--- src/rtl/writeback_unit_pkg.sv ---
// Purpose : shared constants, state type and write-strobe helper for the writeback unit.
// Latency : n/a (declarations only).
// Backpres: n/a.
// Contents: RW_* write-strobe encodings, wb_state_t FSM states, wb_eff_rw() strobe filter.
package wb_pkg;

  // Register-file write strobe encodings (rwin).
  localparam logic [1:0] RW_NONE = 2'b00;
  localparam logic [1:0] RW_GPR  = 2'b01;
  localparam logic [1:0] RW_FPR  = 2'b10;

  typedef enum logic [1:0] {
    IDLE       = 2'd0,
    LOAD_WAIT  = 2'd1,
    IN_COLLECT = 2'd2
  } wb_state_t;

  // Strobe that will actually reach the register file for a retiring
  // instruction: r0 is hard-wired zero so GPR writes to it are dropped,
  // f0 is an ordinary register, and the unused 2'b11 code means "no write".
  function automatic logic [1:0] wb_eff_rw(input logic [1:0] rw, input logic [4:0] rd);
    logic [1:0] eff;
    eff = RW_NONE;
    if (rw == RW_FPR) begin
      eff = RW_FPR;
    end else if ((rw == RW_GPR) && (rd != 5'd0)) begin
      eff = RW_GPR;
    end
    return eff;
  endfunction

endpackage

--- src/rtl/writeback_unit_if.sv ---
// Purpose : bundles the execute handshake, memory/UART inputs and register-file write port.
// Latency : n/a (wiring only).
// Backpres: ex_ready / uart_ready are driven by the unit (slave side).
// Modports: master = execute/memory/UART environment, slave = writeback_unit.
interface writeback_unit_if;

  // Execute -> writeback retire handshake.
  logic        ex_valid;
  logic        ex_ready;
  logic [1:0]  ex_rw;
  logic [4:0]  ex_rd;
  logic [31:0] ex_result;
  logic        ex_is_load;
  logic        ex_is_in;

  // BRAM read data for loads.
  logic [31:0] mem_rdata;

  // UART receive byte stream.
  logic        uart_valid;
  logic [7:0]  uart_data;
  logic        uart_ready;

  // Register-file write port and status.
  logic [1:0]  rwin;
  logic [31:0] dtowrite;
  logic [4:0]  rdin;
  logic        busy;

  modport master (
    output ex_valid, ex_rw, ex_rd, ex_result, ex_is_load, ex_is_in,
    output mem_rdata, uart_valid, uart_data,
    input  ex_ready, uart_ready, rwin, dtowrite, rdin, busy
  );

  modport slave (
    input  ex_valid, ex_rw, ex_rd, ex_result, ex_is_load, ex_is_in,
    input  mem_rdata, uart_valid, uart_data,
    output ex_ready, uart_ready, rwin, dtowrite, rdin, busy
  );

endinterface

--- src/rtl/writeback_unit_in_assembler.sv ---
// Purpose : packs IN_BYTES UART bytes little-endian into a 32-bit word, flags the last byte.
// Latency : combinational o_word/o_done in the cycle the last byte is presented.
// Backpres: none of its own; the caller decides when a byte counts as consumed.
// Ports   : clk, rstn; i_start clears word/index; i_byte_vld/i_byte supply a byte;
//           o_word = word including the byte on i_byte; o_done = this byte completes the word.
module in_assembler #(
  parameter int IN_BYTES = 4
) (
  input  logic        clk,
  input  logic        rstn,
  input  logic        i_start,
  input  logic        i_byte_vld,
  input  logic [7:0]  i_byte,
  output logic [31:0] o_word,
  output logic        o_done
);

  localparam logic [1:0] LAST_IDX = 2'(IN_BYTES - 1);

  logic [1:0]  r_idx;
  logic [31:0] r_word;
  logic [4:0]  w_shamt;

  // Byte k lands in bits [8k+7:8k]; untouched upper bytes stay zero because
  // the word is cleared on every start.
  assign w_shamt = {r_idx, 3'b000};
  assign o_word  = r_word | ({24'd0, i_byte} << w_shamt);
  assign o_done  = i_byte_vld & (r_idx == LAST_IDX);

  always_ff @(posedge clk or negedge rstn) begin
    if (!rstn) begin
      r_idx  <= 2'd0;
      r_word <= 32'd0;
    end else if (i_start) begin
      r_idx  <= 2'd0;
      r_word <= 32'd0;
    end else if (i_byte_vld) begin
      r_word <= o_word;
      r_idx  <= o_done ? 2'd0 : r_idx + 2'd1;
    end
  end

endmodule

--- src/rtl/writeback_unit.sv ---
// Purpose : final pipeline stage; retires one instruction, writes ALU/FPU, load or UART-IN data to the register file.
// Latency : plain result 1 cycle; load LOAD_LATENCY+1 cycles; IN one cycle after the last byte is consumed.
// Backpres: ex_ready only in IDLE; uart_ready = uart_valid only while collecting an IN word.
// Ports   : clk, rstn (async active-low); bus = writeback_unit_if.slave (ex_*, mem_rdata, uart_*, rwin/dtowrite/rdin, busy).
// Config  : WB_STATS_EN adds output wb_count[31:0], counting cycles with rwin != 00 (wraps).
module writeback_unit
  import wb_pkg::*;
#(
  parameter int LOAD_LATENCY = 2,
  parameter int IN_BYTES     = 4
) (
  input  logic             clk,
  input  logic             rstn,
  writeback_unit_if.slave  bus
`ifdef WB_STATS_EN
  ,
  output logic [31:0]      wb_count
`endif
);

  localparam logic [1:0] ST_IDLE       = IDLE;
  localparam logic [1:0] ST_LOAD_WAIT  = LOAD_WAIT;
  localparam logic [1:0] ST_IN_COLLECT = IN_COLLECT;

  // Counter only has to hold LOAD_LATENCY-1.
  localparam int              LD_CW   = (LOAD_LATENCY > 2) ? $clog2(LOAD_LATENCY) : 1;
  localparam logic [LD_CW-1:0] LD_INIT = LD_CW'(LOAD_LATENCY - 1);

  logic [1:0]       r_state;
  logic [LD_CW-1:0] r_ld_cnt;
  logic [1:0]       r_pend_rw;
  logic [4:0]       r_pend_rd;
  logic [1:0]       r_rwin;
  logic [4:0]       r_rdin;
  logic [31:0]      r_dtowrite;

  logic        w_idle;
  logic        w_collect;
  logic        w_accept;
  logic [1:0]  w_eff_rw;
  logic        w_in_start;
  logic        w_in_byte_vld;
  logic [31:0] w_in_word;
  logic        w_in_done;

  assign w_idle    = (r_state == ST_IDLE);
  assign w_collect = (r_state == ST_IN_COLLECT);
  assign w_accept  = bus.ex_valid & w_idle;
  assign w_eff_rw  = wb_eff_rw(bus.ex_rw, bus.ex_rd);

  // A load flag overrides an IN flag if execute ever raises both.
  assign w_in_start    = w_accept & ~bus.ex_is_load & bus.ex_is_in;
  assign w_in_byte_vld = w_collect & bus.uart_valid;

  assign bus.ex_ready   = w_idle;
  assign bus.uart_ready = w_in_byte_vld;
  assign bus.busy       = ~w_idle;
  assign bus.rwin       = r_rwin;
  assign bus.rdin       = r_rdin;
  assign bus.dtowrite   = r_dtowrite;

  in_assembler #(
    .IN_BYTES (IN_BYTES)
  ) u_in_asm (
    .clk        (clk),
    .rstn       (rstn),
    .i_start    (w_in_start),
    .i_byte_vld (w_in_byte_vld),
    .i_byte     (bus.uart_data),
    .o_word     (w_in_word),
    .o_done     (w_in_done)
  );

  // Pending destination is latched with the already-filtered strobe, so a
  // load or IN aimed at r0 still waits for its data but never writes.
  always_ff @(posedge clk or negedge rstn) begin
    if (!rstn) begin
      r_state    <= ST_IDLE;
      r_ld_cnt   <= '0;
      r_pend_rw  <= RW_NONE;
      r_pend_rd  <= 5'd0;
      r_rwin     <= RW_NONE;
      r_rdin     <= 5'd0;
      r_dtowrite <= 32'd0;
    end else begin
      // Write strobe is a single-cycle pulse; only a commit below raises it.
      r_rwin <= RW_NONE;
      case (r_state)
        ST_IDLE: begin
          if (w_accept) begin
            if (bus.ex_is_load) begin
              r_pend_rw <= w_eff_rw;
              r_pend_rd <= bus.ex_rd;
              r_ld_cnt  <= LD_INIT;
              r_state   <= ST_LOAD_WAIT;
            end else if (bus.ex_is_in) begin
              r_pend_rw <= w_eff_rw;
              r_pend_rd <= bus.ex_rd;
              r_state   <= ST_IN_COLLECT;
            end else begin
              r_rwin     <= w_eff_rw;
              r_rdin     <= bus.ex_rd;
              r_dtowrite <= bus.ex_result;
            end
          end
        end
        ST_LOAD_WAIT: begin
          // Count reaches zero on the edge where BRAM data is valid.
          if (r_ld_cnt == '0) begin
            r_rwin     <= r_pend_rw;
            r_rdin     <= r_pend_rd;
            r_dtowrite <= bus.mem_rdata;
            r_state    <= ST_IDLE;
          end else begin
            r_ld_cnt <= r_ld_cnt - 1'b1;
          end
        end
        ST_IN_COLLECT: begin
          if (w_in_done) begin
            r_rwin     <= r_pend_rw;
            r_rdin     <= r_pend_rd;
            r_dtowrite <= w_in_word;
            r_state    <= ST_IDLE;
          end
        end
        default: begin
          r_state <= ST_IDLE;
        end
      endcase
    end
  end

`ifdef WB_STATS_EN
  logic [31:0] r_wb_count;

  always_ff @(posedge clk or negedge rstn) begin
    if (!rstn) begin
      r_wb_count <= 32'd0;
    end else if (r_rwin != RW_NONE) begin
      r_wb_count <= r_wb_count + 32'd1;
    end
  end

  assign wb_count = r_wb_count;
`endif

endmodule

--- src/flat_wrapper.sv ---
// flat-port wrapper written by rule: the top's interface ports become plain ports
module writeback_unit_flat import wb_pkg::*;
#(
  parameter int LOAD_LATENCY = 2,
  parameter int IN_BYTES     = 4
)
  (clk, rstn, bus_ex_valid, bus_ex_rw, bus_ex_rd, bus_ex_result, bus_ex_is_load, bus_ex_is_in, bus_mem_rdata, bus_uart_valid, bus_uart_data, bus_ex_ready, bus_uart_ready, bus_rwin, bus_dtowrite, bus_rdin, bus_busy);
  writeback_unit_if bus_i ();
  input  logic clk;
  input  logic rstn;
  input wire logic [$bits(bus_i.ex_valid)-1:0] bus_ex_valid;
  input wire logic [$bits(bus_i.ex_rw)-1:0] bus_ex_rw;
  input wire logic [$bits(bus_i.ex_rd)-1:0] bus_ex_rd;
  input wire logic [$bits(bus_i.ex_result)-1:0] bus_ex_result;
  input wire logic [$bits(bus_i.ex_is_load)-1:0] bus_ex_is_load;
  input wire logic [$bits(bus_i.ex_is_in)-1:0] bus_ex_is_in;
  input wire logic [$bits(bus_i.mem_rdata)-1:0] bus_mem_rdata;
  input wire logic [$bits(bus_i.uart_valid)-1:0] bus_uart_valid;
  input wire logic [$bits(bus_i.uart_data)-1:0] bus_uart_data;
  output wire logic [$bits(bus_i.ex_ready)-1:0] bus_ex_ready;
  output wire logic [$bits(bus_i.uart_ready)-1:0] bus_uart_ready;
  output wire logic [$bits(bus_i.rwin)-1:0] bus_rwin;
  output wire logic [$bits(bus_i.dtowrite)-1:0] bus_dtowrite;
  output wire logic [$bits(bus_i.rdin)-1:0] bus_rdin;
  output wire logic [$bits(bus_i.busy)-1:0] bus_busy;
  assign bus_i.ex_valid = bus_ex_valid;
  assign bus_i.ex_rw = bus_ex_rw;
  assign bus_i.ex_rd = bus_ex_rd;
  assign bus_i.ex_result = bus_ex_result;
  assign bus_i.ex_is_load = bus_ex_is_load;
  assign bus_i.ex_is_in = bus_ex_is_in;
  assign bus_i.mem_rdata = bus_mem_rdata;
  assign bus_i.uart_valid = bus_uart_valid;
  assign bus_i.uart_data = bus_uart_data;
  assign bus_ex_ready = bus_i.ex_ready;
  assign bus_uart_ready = bus_i.uart_ready;
  assign bus_rwin = bus_i.rwin;
  assign bus_dtowrite = bus_i.dtowrite;
  assign bus_rdin = bus_i.rdin;
  assign bus_busy = bus_i.busy;
  writeback_unit #(.LOAD_LATENCY(LOAD_LATENCY), .IN_BYTES(IN_BYTES)) u_core (.clk(clk), .rstn(rstn), .bus(bus_i));
endmodule
--- config.mk ---
export PLATFORM = sky130hd
export DESIGN_NAME = writeback_unit_flat
export DESIGN_NICKNAME = d
export VERILOG_FILES = /design/src/rtl/writeback_unit_pkg.sv /design/src/rtl/writeback_unit_if.sv /design/src/rtl/writeback_unit_in_assembler.sv /design/src/rtl/writeback_unit.sv /design/src/flat_wrapper.sv
export SDC_FILE = /design/constraint.sdc
export NUM_CORES = 1
export LEC_CHECK = 0
export CORE_UTILIZATION = 41
export CTS_CLUSTER_DIAMETER = 200
export DETAILED_ROUTE_END_ITERATION = 16
export PLACE_DENSITY = 0.81
export SLEW_MARGIN = 30
export SYNTH_ARGS = -nofsm -noshare
export SYNTH_HDL_FRONTEND = slang
export SYNTH_HIERARCHICAL = 1
export SYNTH_SLANG_ARGS = --single-unit
export TNS_END_PERCENT = 5
--- constraint.sdc ---
create_clock -name clk -period 3.75 [get_ports clk]
set_input_delay 0.375 -clock clk [delete_from_list [all_inputs] [get_ports clk]]
set_output_delay 0.375 -clock clk [all_outputs]
set_load 0.02 [all_outputs]
==> impl_metrics.tcl <==
set metrics [dict create \
    outcome "complete, no violations" \
    rsz0062_at_grt "false" \
    cp.required_ns 3.98 \
    min_period_ns 2.72 \
    synthCells 429 \
    final_cell_area_um2 5970 \
    async_flop_share_pct 100 \
    cts-resized-gates 0 \
    drive_above_1_share_pct 14.5 \
    total_power_mw 5.24 \
    p_switching_mw 2.08 \
    clkTransAtPathRegs_ns 0.09 \
    synth_cell_types 41 \
    drv_slew 0 \
    grt-ovfl-total 0 \
    ys_warn_count 6 \
    viasPerCell 5.38 \
    clkSinkCount 83 \
    layout_commonest_cell "clkdlybuf4s50_1" \
    fill_cells 868 \
    fmax_mhz 368 \
    postSynthAreaPerCell_um2 10.5 \
    insertion_delay_ns 0.35 \
    ir_worst_vdd_uv 503 \
    p_seq_share_pct 31.1 \
    initial_core_util_pct 43.0 \
    htree_levels 3 \
    nNetsFinal 631 \
    switching_share_pct 39.6 \
    dr.pass1.iters 5 \
    setup_violations 0 \
    grt_pass1_vias 3856 \
    synth_ff_type "dfrtp_1" \
    cts_root_buffer "clkbuf_8" \
    preCtsSetupSlack_ns 0.971 \
    drt-total-wl_um 11900 \
    cts_tree "done" \
    path_max_fanout 34 \
    antenna_found_initial 0 \
    synth_nets 520 \
    dieArea_um2 11500 \
    max-clock-path-buffers 2 \
    hold_buffers 0 \
    final_cell_mix "125 x clkdlybuf4s50_1, 83 x dfrtp_1, 39 x inv_1" \
    tightest_slew_ns 0.788 \
    drv_cap 0 \
    grt_max_degree 84 \
    slew_headroom_pct 47.2 \
    place.gp.congestion 0.839 \
    placed_cell_area_um2 5790 \
    grtUsageTotal_pct 22.0 \
    drc 0 \
    numCtsBuffers 9 \
    grt_pass1_wl_um 19500 \
    wl_per_cell_um 17.5 \
    yosysSeqAreaShare_pct 45.9 \
    areaGrowthSynthToFinish_pct 31.9 \
    tns_ns 0 \
    intPower_mw 3.17 \
    hold_ws_ns 0.0417 \
    critPathLaunchType "register" \
    die_h_um 107 \
    num_antenna_cells 0 \
    leakagePower_nw 2.69 \
    skew_ns 0.0142 \
    die_x_um 107 \
    final_cells 681 \
    row_count 37 \
    clock_power_share_pct 11.3 \
    p_comb_share_pct 57.6 \
    dp.cells 665 \
    path_class "reg -> reg" \
    post_cts_buffers 0 \
    hold_violations 0 \
    via_count 3663 \
    ant_nets 0 \
    synthesis.area_um2 4520 \
    worstSetupEndpointType "register" \
    power.density_nw_per_um2 879 \
    fin_ws_ns 1.03 \
    drt_iter0_drc 256 \
    core_region_area_um2 10500 \
    hp-class "in -> async" \
    portBuffers 126 \
    period_share_pct 72.6 \
    io_pins 127 \
    cp.arrival_ns 2.95 \
    synth_edf_count 0 \
    synth_seq_cells 83 \
    final_util_pct 56.8 \
    dp_hpwl_um 8840 \
]
[area by class of cell]
cell class | instances | area (µm²) | share of cell area, %
Clock buffer | 12 | 155 | 2.60
Inverter | 39 | 146 | 2.45
Tap cell | 136 | 170 | 2.85
Sequential cell | 83 | 2080 | 34.8
Multi-Input combinational cell | 275 | 2090 | 35.0
Timing Repair Buffer | 132 | 1310 | 21.9
Clock inverter | 4 | 23.8 | 0.398
[power groups by stage]
stage	Sequential [mW]	Clock [mW]	Combinational, mW
2_1_floorplan	1.80	0	1.99
3_5_place_dp	1.62	0	3.03
4_1_cts	1.63	0.603	3.03
6_report	1.63	0.591	3.02
3_3_place_gp	1.62	0	2.94
5_1_grt	1.69	0.641	3.27
[critical path, stage by stage (launching register included)]
cell	delay, ns
dfrtp_1	0.44
inv_1	0.13
ha_1	0.18
and2_1	0.14
and2_1	0.15
inv_1	0.06
a222oi_1	0.44
nand3b_1	0.28
buf_4	0.38
mux2_4	0.37
[synth_stat cells (2+ instances only)]
| master | n | area share (%) |
|---|---|---|
| dfrtp_1 | 83 | 46 |
| inv_1 | 39 | 3.2 |
| nor2_1 | 38 | 3.2 |
| a21oi_1 | 36 | 4.0 |
| a22oi_1 | 33 | 5.5 |
| mux2_4 | 30 | 10 |
| a21o_1 | 24 | 4.0 |
| o22ai_1 | 22 | 3.0 |
| mux2_2 | 17 | 4.2 |
| clkbuf_1 | 15 | 1.2 |
| o21ai_0 | 13 | 1.4 |
| nand2_1 | 11 | 0.91 |
| nand2b_1 | 9 | 1.2 |
| buf_2 | 8 | 0.89 |
| o22ai_2 | 7 | 1.9 |
| ha_1 | 6 | 1.7 |
| buf_6 | 5 | 1.2 |
| buf_12 | 3 | 1.3 |
| a32oi_1 | 2 | 0.39 |
| and2_1 | 2 | 0.28 |
| nand3_1 | 2 | 0.22 |
| nand3b_1 | 2 | 0.33 |
| nand4b_1 | 2 | 0.39 |
| nor2b_1 | 2 | 0.28 |
| nor3_1 | 2 | 0.22 |
[cell families (layout without fill, tap and decap cells)]
logic type / count (synthesis) / in the layout / synth area share (%)
adders and majority gates: 6 / 6 / 1.66
AOI/OAI and AO/OA: 144 / 144 / 21.5
muxes: 48 / 48 / 14.4
and+or+nand+nor: 76 / 76 / 8.19
buffers and inverters: 71 / 187 / 8.11
xor gates and xnor gates: 1 / 1 / 0.194
DFF: 83 / 83 / 45.9
[state kept, by name (all words and copies together) (netlist names)]
name / count
u_core/bus.dtowrite: 32
u_core/bus.rdin: 5
u_core/bus.rwin: 2
u_core/r_ld_cnt: 1
u_core/r_pend_rd: 5
u_core/r_pend_rw: 2
u_core/r_state: 2
u_core/u_in_asm/r_idx: 2
u_core/u_in_asm/r_word: 32
[worst paths after layout]
check | start | end | slack [ns] | cells past startpoint
worst min-delay path | rstn | u_core/bus.rdin[1] | 0.04 | 1
worst max-delay path | u_core/r_state[0] | u_core/bus.dtowrite[26] | 1.03 | 9
max in group asynchronous | rstn | u_core/u_in_asm/r_word[15] | 3.18 | 1
worst max register to register | u_core/r_state[0] | u_core/bus.dtowrite[26] | 1.03 | 9
min in group clk | u_core/r_pend_rw[0] | u_core/r_pend_rw[0] | 0.50 | 2
worst min register to register | u_core/r_pend_rw[0] | u_core/r_pend_rw[0] | 0.50 | 2
[layer usage]
metal	vias up	GRT usage, %	wire, µm
met3	13	5.05	696
met4	0	7.83	161
met2	119	35.2	5890
met5	-	0	0
li1	1747	-	-
met1	1784	29.3	5210
No activity file was read; power rests on OpenSTA's default activity.
